===== config.mk =====
export PLATFORM = sky130hd
export DESIGN_NAME = hdmi_pattern_gen
export DESIGN_NICKNAME = d
export VERILOG_FILES = /design/src/rtl/hdmi_tester_pkg.sv /design/src/rtl/hdmi_box_mover.sv /design/src/rtl/hdmi_pattern_gen.sv
export SDC_FILE = /design/constraint.sdc
export NUM_CORES = 1
export LEC_CHECK = 0
export ABC_CLOCK_PERIOD_IN_PS = 4200
export CAP_MARGIN = 20
export CORE_MARGIN = 3
export CORE_UTILIZATION = 50
export DETAILED_ROUTE_END_ITERATION = 10
export PLACE_DENSITY = 0.86
export SLEW_MARGIN = 20
export SYNTH_ARGS = -nofsm -noshare
export SYNTH_HDL_FRONTEND = slang
export SYNTH_SLANG_ARGS = --single-unit
export TNS_END_PERCENT = 30

===== constraint.sdc =====
create_clock -name clk -period 4.2 [get_ports clk]
set_input_delay 0.63 -clock clk [delete_from_list [all_inputs] [get_ports clk]]
set_output_delay 0.63 -clock clk [all_outputs]
set_load 0.02 [all_outputs]

===== src/rtl/hdmi_tester_pkg.sv =====
// -----------------------------------------------------------------------------
// hdmi_tester_pkg
// Shared types and constants for the HDMI tester video path.
//   CNT_W     : width of the sync generator pixel counters
//   pattern_t : test pattern selector encoding
//   rgb_t     : 24-bit pixel, one byte per channel
//   expand()  : turns a single colour bit into a full-scale channel value
// -----------------------------------------------------------------------------
package hdmi_tester_pkg;

  localparam int CNT_W = 10;

  typedef enum logic [1:0] {
    PAT_BARS     = 2'd0,
    PAT_CHECKER  = 2'd1,
    PAT_GRADIENT = 2'd2,
    PAT_BOX      = 2'd3
  } pattern_t;

  typedef struct packed {
    logic [7:0] r;
    logic [7:0] g;
    logic [7:0] b;
  } rgb_t;

  function automatic logic [7:0] expand(input logic bit_in);
    return bit_in ? 8'hFF : 8'h00;
  endfunction

endpackage


===== src/rtl/hdmi_box_mover.sv =====
// -----------------------------------------------------------------------------
// hdmi_box_mover
// Position and direction of the bouncing box. Both axes move by BOX_STEP on
// every frame-start strobe and bounce off 0 and ACTIVE-BOX_SIZE.
// Ports:
//   clk, rst_n        : pixel clock, asynchronous active-low reset
//   i_fs              : frame-start strobe (one cycle)
//   o_box_x, o_box_y  : top-left corner of the box; during the i_fs cycle this
//                       is already the updated position so pixel (0,0) of the
//                       new frame sees the new placement
// -----------------------------------------------------------------------------
module hdmi_box_mover
  import hdmi_tester_pkg::*;
#(
  parameter int H_ACTIVE = 1000,
  parameter int V_ACTIVE = 766,
  parameter int BOX_SIZE = 64,
  parameter int BOX_STEP = 2
) (
  input  logic             clk,
  input  logic             rst_n,
  input  logic             i_fs,
  output logic [CNT_W-1:0] o_box_x,
  output logic [CNT_W-1:0] o_box_y
);

  logic [1:0][CNT_W-1:0] w_eff;

  // Axis 0 is x, axis 1 is y; the logic is identical apart from the bound.
  for (genvar gi = 0; gi < 2; gi++) begin : g_axis
    localparam logic [CNT_W:0] BOUND =
      (CNT_W+1)'((gi == 0) ? (H_ACTIVE - BOX_SIZE) : (V_ACTIVE - BOX_SIZE));
    localparam logic [CNT_W:0] STEP = (CNT_W+1)'(BOX_STEP);

    logic [CNT_W-1:0] r_pos;
    logic             r_dir;      // 0: increasing, 1: decreasing
    logic [CNT_W:0]   w_pos_ext;
    logic [CNT_W:0]   w_inc;
    logic [CNT_W-1:0] w_next;
    logic             w_dir_next;

    assign w_pos_ext = {1'b0, r_pos};

    always_comb begin
      w_inc      = w_pos_ext + STEP;
      w_next     = w_inc[CNT_W-1:0];
      w_dir_next = r_dir;
      if (!r_dir) begin
        // Overshooting the far edge clamps onto it and turns around.
        if (w_inc > BOUND) begin
          w_next     = BOUND[CNT_W-1:0];
          w_dir_next = 1'b1;
        end
      end else begin
        if (w_pos_ext < STEP) begin
          w_next     = '0;
          w_dir_next = 1'b0;
        end else begin
          w_next = r_pos - STEP[CNT_W-1:0];
        end
      end
    end

    always_ff @(posedge clk or negedge rst_n) begin
      if (!rst_n) begin
        r_pos <= '0;
        r_dir <= 1'b0;
      end else if (i_fs) begin
        r_pos <= w_next;
        r_dir <= w_dir_next;
      end
    end

    assign w_eff[gi] = i_fs ? w_next : r_pos;
  end

  assign o_box_x = w_eff[0];
  assign o_box_y = w_eff[1];

endmodule


===== src/rtl/hdmi_pattern_gen.sv =====
// -----------------------------------------------------------------------------
// hdmi_pattern_gen
// Test pattern generator placed after the HV sync generator. Two-stage
// pipeline: stage 1 registers the counters, de, syncs and the frame-start
// strobe; stage 2 registers RGB together with the delayed de/syncs, so every
// output lags its input sample by exactly two clocks.
// Ports:
//   clk, rst_n                 : pixel clock, asynchronous active-low reset
//   counter_x, counter_y       : pixel position from the sync generator
//   in_display                 : display-enable from the sync generator
//   h_sync_in, v_sync_in       : active-low syncs
//   pattern_next               : one-cycle request to move to the next pattern
//   red, green, blue           : pixel output
//   h_sync_out, v_sync_out     : syncs re-aligned to RGB (active-low)
//   de_out                     : display-enable re-aligned to RGB
//   pattern_sel                : pattern currently being drawn
//   frame_count                : completed frames, wraps at 16 bits
// Build option: PATTERN_AUTO_CYCLE_EN adds an automatic advance every
// AUTO_FRAMES frame starts on top of the manual request.
// -----------------------------------------------------------------------------
module hdmi_pattern_gen
  import hdmi_tester_pkg::*;
#(
  parameter int H_ACTIVE    = 1000,
  parameter int V_ACTIVE    = 766,
  parameter int BOX_SIZE    = 64,
  parameter int BOX_STEP    = 2,
  parameter int AUTO_FRAMES = 120
) (
  input  logic             clk,
  input  logic             rst_n,
  input  logic [CNT_W-1:0] counter_x,
  input  logic [CNT_W-1:0] counter_y,
  input  logic             in_display,
  input  logic             h_sync_in,
  input  logic             v_sync_in,
  input  logic             pattern_next,
  output logic [7:0]       red,
  output logic [7:0]       green,
  output logic [7:0]       blue,
  output logic             h_sync_out,
  output logic             v_sync_out,
  output logic             de_out,
  output logic [1:0]       pattern_sel,
  output logic [15:0]      frame_count
);

  // ---------------- stage 1 ----------------
  logic [CNT_W-1:0] r_x1, r_y1;
  logic             r_de1, r_hs1, r_vs1, r_fs1;

  always_ff @(posedge clk or negedge rst_n) begin
    if (!rst_n) begin
      r_x1  <= '0;
      r_y1  <= '0;
      r_de1 <= 1'b0;
      r_hs1 <= 1'b1;
      r_vs1 <= 1'b1;
      r_fs1 <= 1'b0;
    end else begin
      r_x1  <= counter_x;
      r_y1  <= counter_y;
      r_de1 <= in_display;
      r_hs1 <= h_sync_in;
      r_vs1 <= v_sync_in;
      r_fs1 <= (counter_x == '0) && (counter_y == '0);
    end
  end

  // ---------------- pattern selection ----------------
  pattern_t    r_sel;
  logic        r_pending;
  logic [15:0] r_frame_cnt;
  logic        w_manual, w_adv;
  pattern_t    w_sel_inc, w_sel_eff;

  // A request that arrives exactly on the frame-start cycle counts as well.
  assign w_manual  = r_pending | pattern_next;
  assign w_sel_inc = pattern_t'(r_sel + 2'd1);

`ifdef PATTERN_AUTO_CYCLE_EN
  localparam int AUTO_W = $clog2(AUTO_FRAMES + 1);
  logic [AUTO_W-1:0] r_auto_cnt;
  logic              w_auto_wrap;

  assign w_auto_wrap = (r_auto_cnt == AUTO_W'(AUTO_FRAMES - 1));
  assign w_adv       = w_manual | w_auto_wrap;

  // A manual advance restarts the auto interval.
  always_ff @(posedge clk or negedge rst_n) begin
    if (!rst_n) begin
      r_auto_cnt <= '0;
    end else if (r_fs1) begin
      r_auto_cnt <= w_adv ? '0 : r_auto_cnt + 1'b1;
    end
  end
`else
  logic w_auto_unused;
  assign w_auto_unused = (AUTO_FRAMES != 0);
  assign w_adv         = w_manual;
`endif

  always_ff @(posedge clk or negedge rst_n) begin
    if (!rst_n) begin
      r_sel       <= PAT_BARS;
      r_pending   <= 1'b0;
      r_frame_cnt <= '0;
    end else if (r_fs1) begin
      if (w_adv) r_sel <= w_sel_inc;
      r_pending   <= 1'b0;
      r_frame_cnt <= r_frame_cnt + 16'd1;
    end else if (pattern_next) begin
      r_pending <= 1'b1;
    end
  end

  // Pixel (0,0) is drawn with the selection that takes effect at this start.
  assign w_sel_eff = (r_fs1 && w_adv) ? w_sel_inc : r_sel;

  // ---------------- box ----------------
  logic [CNT_W-1:0] w_box_x, w_box_y;

  hdmi_box_mover #(
    .H_ACTIVE (H_ACTIVE),
    .V_ACTIVE (V_ACTIVE),
    .BOX_SIZE (BOX_SIZE),
    .BOX_STEP (BOX_STEP)
  ) u_box_mover (
    .clk     (clk),
    .rst_n   (rst_n),
    .i_fs    (r_fs1),
    .o_box_x (w_box_x),
    .o_box_y (w_box_y)
  );

  // One extra bit so box_x + BOX_SIZE cannot wrap.
  logic [CNT_W:0] w_x_ext, w_y_ext, w_bx_ext, w_by_ext;
  logic           w_in_box;

  assign w_x_ext  = {1'b0, r_x1};
  assign w_y_ext  = {1'b0, r_y1};
  assign w_bx_ext = {1'b0, w_box_x};
  assign w_by_ext = {1'b0, w_box_y};
  assign w_in_box = (w_x_ext >= w_bx_ext) && (w_x_ext < w_bx_ext + (CNT_W+1)'(BOX_SIZE)) &&
                    (w_y_ext >= w_by_ext) && (w_y_ext < w_by_ext + (CNT_W+1)'(BOX_SIZE));

  // ---------------- stage 2 ----------------
  rgb_t w_rgb;

  always_comb begin
    w_rgb = '0;
    if (r_de1) begin
      case (w_sel_eff)
        PAT_BARS: begin
          w_rgb.r = expand(r_x1[CNT_W-1]);
          w_rgb.g = expand(r_x1[CNT_W-2]);
          w_rgb.b = expand(r_x1[CNT_W-3]);
        end
        PAT_CHECKER: begin
          w_rgb.r = expand(r_x1[5] ^ r_y1[5]);
          w_rgb.g = expand(r_x1[5] ^ r_y1[5]);
          w_rgb.b = expand(r_x1[5] ^ r_y1[5]);
        end
        PAT_GRADIENT: begin
          w_rgb.r = r_x1[CNT_W-1:2];
          w_rgb.g = r_y1[CNT_W-1:2];
          w_rgb.b = 8'h80;
        end
        default: begin
          w_rgb.r = expand(w_in_box);
          w_rgb.g = expand(w_in_box);
          w_rgb.b = 8'hFF;
        end
      endcase
    end
  end

  rgb_t r_rgb2;
  logic r_de2, r_hs2, r_vs2;

  always_ff @(posedge clk or negedge rst_n) begin
    if (!rst_n) begin
      r_rgb2 <= '0;
      r_de2  <= 1'b0;
      r_hs2  <= 1'b1;
      r_vs2  <= 1'b1;
    end else begin
      r_rgb2 <= w_rgb;
      r_de2  <= r_de1;
      r_hs2  <= r_hs1;
      r_vs2  <= r_vs1;
    end
  end

  assign red         = r_rgb2.r;
  assign green       = r_rgb2.g;
  assign blue        = r_rgb2.b;
  assign de_out      = r_de2;
  assign h_sync_out  = r_hs2;
  assign v_sync_out  = r_vs2;
  assign pattern_sel = r_sel;
  assign frame_count = r_frame_cnt;

endmodule


==> metrics.txt <==
status=complete, no violations; M1 GR Usage=a little under a third; power per cell area=~250 nW/µm²; CP max FO=8; GR Layer Usage met2=37.5%; sequential cell area=2160 µm²; Antenna Nets Post-Route=0; met3 Use GR=under 10%; Cells after Synth=between 500 and 600; Netlist cell types=a little under 70; number of flops mapped to enable cells by yosys=0; Starting Density=about half; # clock sinks=86; PortBufs=70; routability cong.=between 0.9 and 1; max frequency=between 0.2 and 0.25 GHz; nets=approximately 700; fin area=roughly 6600 µm²; Seq cells post-synth=86; gr busiest metal=met2; max-cap viol count=0; area post-placement=approximately 6000 µm²; Max VDD drop=0.000221 V; worst hold path type=in -> async; WL final=approximately 13,000 µm; Clock Skew=18.4 ps; largest net degree at the start of global routing=87; Area contributors post-synth=dfrtp_1 (40%), ha_1 (8.8%), a21oi_1 (4.0%), nor2_1 (3.7%), xnor2_1 (2.9%); footprint of the multi-input gates=between 2000 and 3000 µm²; # setup viols final=0; n_diodes=0; crit path time final=about 4000 ps; filler cell count=a little over 700; Slew headroom=41.7%; top-count cell post-synth=dfrtp_1; Clock Latency Late Sink=between 300 and 400 ps; router iterations before antenna repair=5; DR vias=between 4,000 and 5,000; switching power=~0.46 mW; worst path required time=approximately 4500 ps; DR DRC count=0; hpwl dp=9380 µm; CTS H-tree lvls=3; WS Path Type=reg -> reg; CTS tree=built; Reg clk slew, reported paths=roughly 110 ps; Post-synth top flop=dfrtp_1; Root Driver=clkbuf_8; RSZ-0062 raised after global routing=true; clock share of power=~36%; 1st-iter DRT viols=between 300 and 400; global-route wire length before repair=~21,000 µm; Int Power=approximately 1.2 mW; die height=about 110 µm; Yosys top cell area share=about two fifths; CTS Buf Count=9; Clock Tree Buf Depth=2; Synthesis Warnings=0; Setup crit end kind=flop; IO Pins=between 70 and 80; Overall Global Routing Usage=between 20% and 30%; worst path arrival time=4310 ps; Total Power=1.64 mW; hold_ws=approximately 280 ps; leakage power=around 2.9 nW; period utilization=96.6%; Seq/Total Area, Yosys=42.1%; core footprint=approximately 9900 µm²; Final Hold Fails=0; P&R area growth vs syn=28.4%; syn avg cell area=approximately 9 µm²; Comb pwr share=11.1%; sequential power share=between 50% and 60%; number of antenna violations at the first check in global routing=0; wire per inst=roughly 17 µm; layout cells sized above 1=a little under a fifth; Switching Share=28.1%; max-slew violation count=0; Synth top cells by count=dfrtp_1 (82), nor2_1 (50), a21oi_1 (41); leading area contributor after synthesis=dfrtp_1; worst slew pin tran=872 ps; Syn Std Cell Area=5130 µm²; Via density=roughly 5.9; number of global-route vias before repair=between 4,000 and 5,000; CP startpoint kind=flop; row cnt=36; syn_nets=615; Die Wd=approximately 110 µm; fraction of registers with async set/reset=100%; Die ar.=about 12,000 µm²; GRT overflow=0
==> kinds of logic after synthesis <==
logic type / share of synthesized area, %
AND/OR/NAND/NOR: 17.6
AO/OA/AOI/OAI: 19.2
flip-flops: 42.1
buffers and inverters: 6.71
adder cells (fa/ha/maj): 8.78
XOR/XNOR: 4.44
multiplexers: 1.22
==> final timing paths <==
path                       cells past startpoint                            from  slack (ps)                        endpoint
setup / recovery                              17  u_box_mover.g_axis[1].r_pos[2]         140                          red[7]
hold / removal                                 1                           rst_n         280                 frame_count[15]
setup reg to reg                              17  u_box_mover.g_axis[1].r_pos[2]         140                          red[7]
hold reg to reg                                0                           r_hs1         360                      h_sync_out
max in group asynchronous                      1                           rst_n        3310  u_box_mover.g_axis[1].r_pos[2]
min in group clk                               0                           r_hs1         360                      h_sync_out
==> worst max-delay path: stages, from the launching register on <==
cell and delay [ps]:
dfrtp_2 460, buf_4 150, inv_1 90, ha_4 170
or4b_4 470, nor2_1 160, xnor2_1 90, or2_2 310
a31oi_1 220, o22ai_2 150, ha_1 360, a21o_1 200
a21oi_2 140, nor2b_1 60, o311a_1 370, a32oi_4 300
clkbuf_16 210, nor2_1 50
==> through the flow <==
| step | instances | TNS, ps | utilization [%] | worst slack [ps] |
|---|---|---|---|---|
| final | 777 | 0 | 66.7 | 143 |
| after global placement | 747 | 0 | 61.1 | 227 |
| after detailed placement | 747 | 0 | 61.1 | 24.7 |
| after CTS | 763 | 0 | 63.2 | 9.00 |
| after global routing | 777 | -596 | 66.7 | -58.6 |
| after floorplan | 553 | 0 | - | 246 |
==> flip-flops by register name (all words and copies together), names as in the netlist <==
| name | cells |
|---|---|
| v_sync_out | 1 |
| blue | 2 |
| r_y1 | 10 |
| pattern_sel | 2 |
| u_box_mover.g_axis.r_dir | 2 |
| r_vs1 | 1 |
| de_out | 1 |
| r_hs1 | 1 |
| frame_count | 16 |
| green | 8 |
| h_sync_out | 1 |
| u_box_mover.g_axis.r_pos | 20 |
| red | 8 |
| r_x1 | 10 |
| r_fs1 | 1 |
| r_pending | 1 |
| r_de1 | 1 |
==> power by group through the flow <==
stage	clock (mW)	combinational, mW	sequential [mW]
after floorplan	0	0.0689	0.893
after global placement	0	0.161	0.885
after detailed placement	0	0.167	0.885
after CTS	0.590	0.169	0.869
after global routing	0.628	0.200	0.872
final	0.584	0.182	0.870
==> placed cells by master, fill, tap and decap left out, types with 6 or more instances in the layout <==
| cell | synthesis | layout |
|---|---|---|
| dfrtp_1 | 82 | 77 |
| clkdlybuf4s50_1 | 0 | 69 |
| nor2_1 | 50 | 45 |
| buf_4 | 6 | 39 |
| a21oi_1 | 41 | 36 |
| nand2_1 | 35 | 35 |
| inv_1 | 39 | 35 |
| ha_1 | 36 | 30 |
| o21ai_0 | 24 | 20 |
| nand3_1 | 17 | 17 |
| xnor2_1 | 17 | 16 |
| nor3_1 | 14 | 13 |
| a21o_1 | 12 | 12 |
| nand4_1 | 11 | 11 |
| xor2_1 | 9 | 9 |
| clkbuf_8 | 0 | 9 |
| nor4_1 | 9 | 8 |
| and3_1 | 8 | 8 |
| o21a_1 | 7 | 7 |
| a21oi_2 | 1 | 6 |
==> routing by layer <==
layer / up-vias / routed length (µm)
li1: 2142 / -
met1: 2228 / 5570
met2: 193 / 6470
met3: 30 / 838
met4: 0 / 335
met5: - / 0
==> what timing repair did <==
item / CTS / global route
pin swaps: 0 / 23
resized for setup: 1 / 57
setup buffers: 0 / 14
endpoints found under the hold margin: 0 / 0
cloned: 0 / 1
endpoints found under the setup margin: 16 / 16
hold buffers: 0 / 0
==> final cells by class <==
cell class / count / area share (%)
Multi-Input combinational cell: 388 / 43.1
Sequential cell: 86 / 32.9
Timing Repair Buffer: 113 / 16.1
Tap cell: 133 / 2.53
Inverter: 41 / 2.34
Clock buffer: 9 / 1.88
Clock inverter: 7 / 1.14
Power figures use the tool's default switching activity.
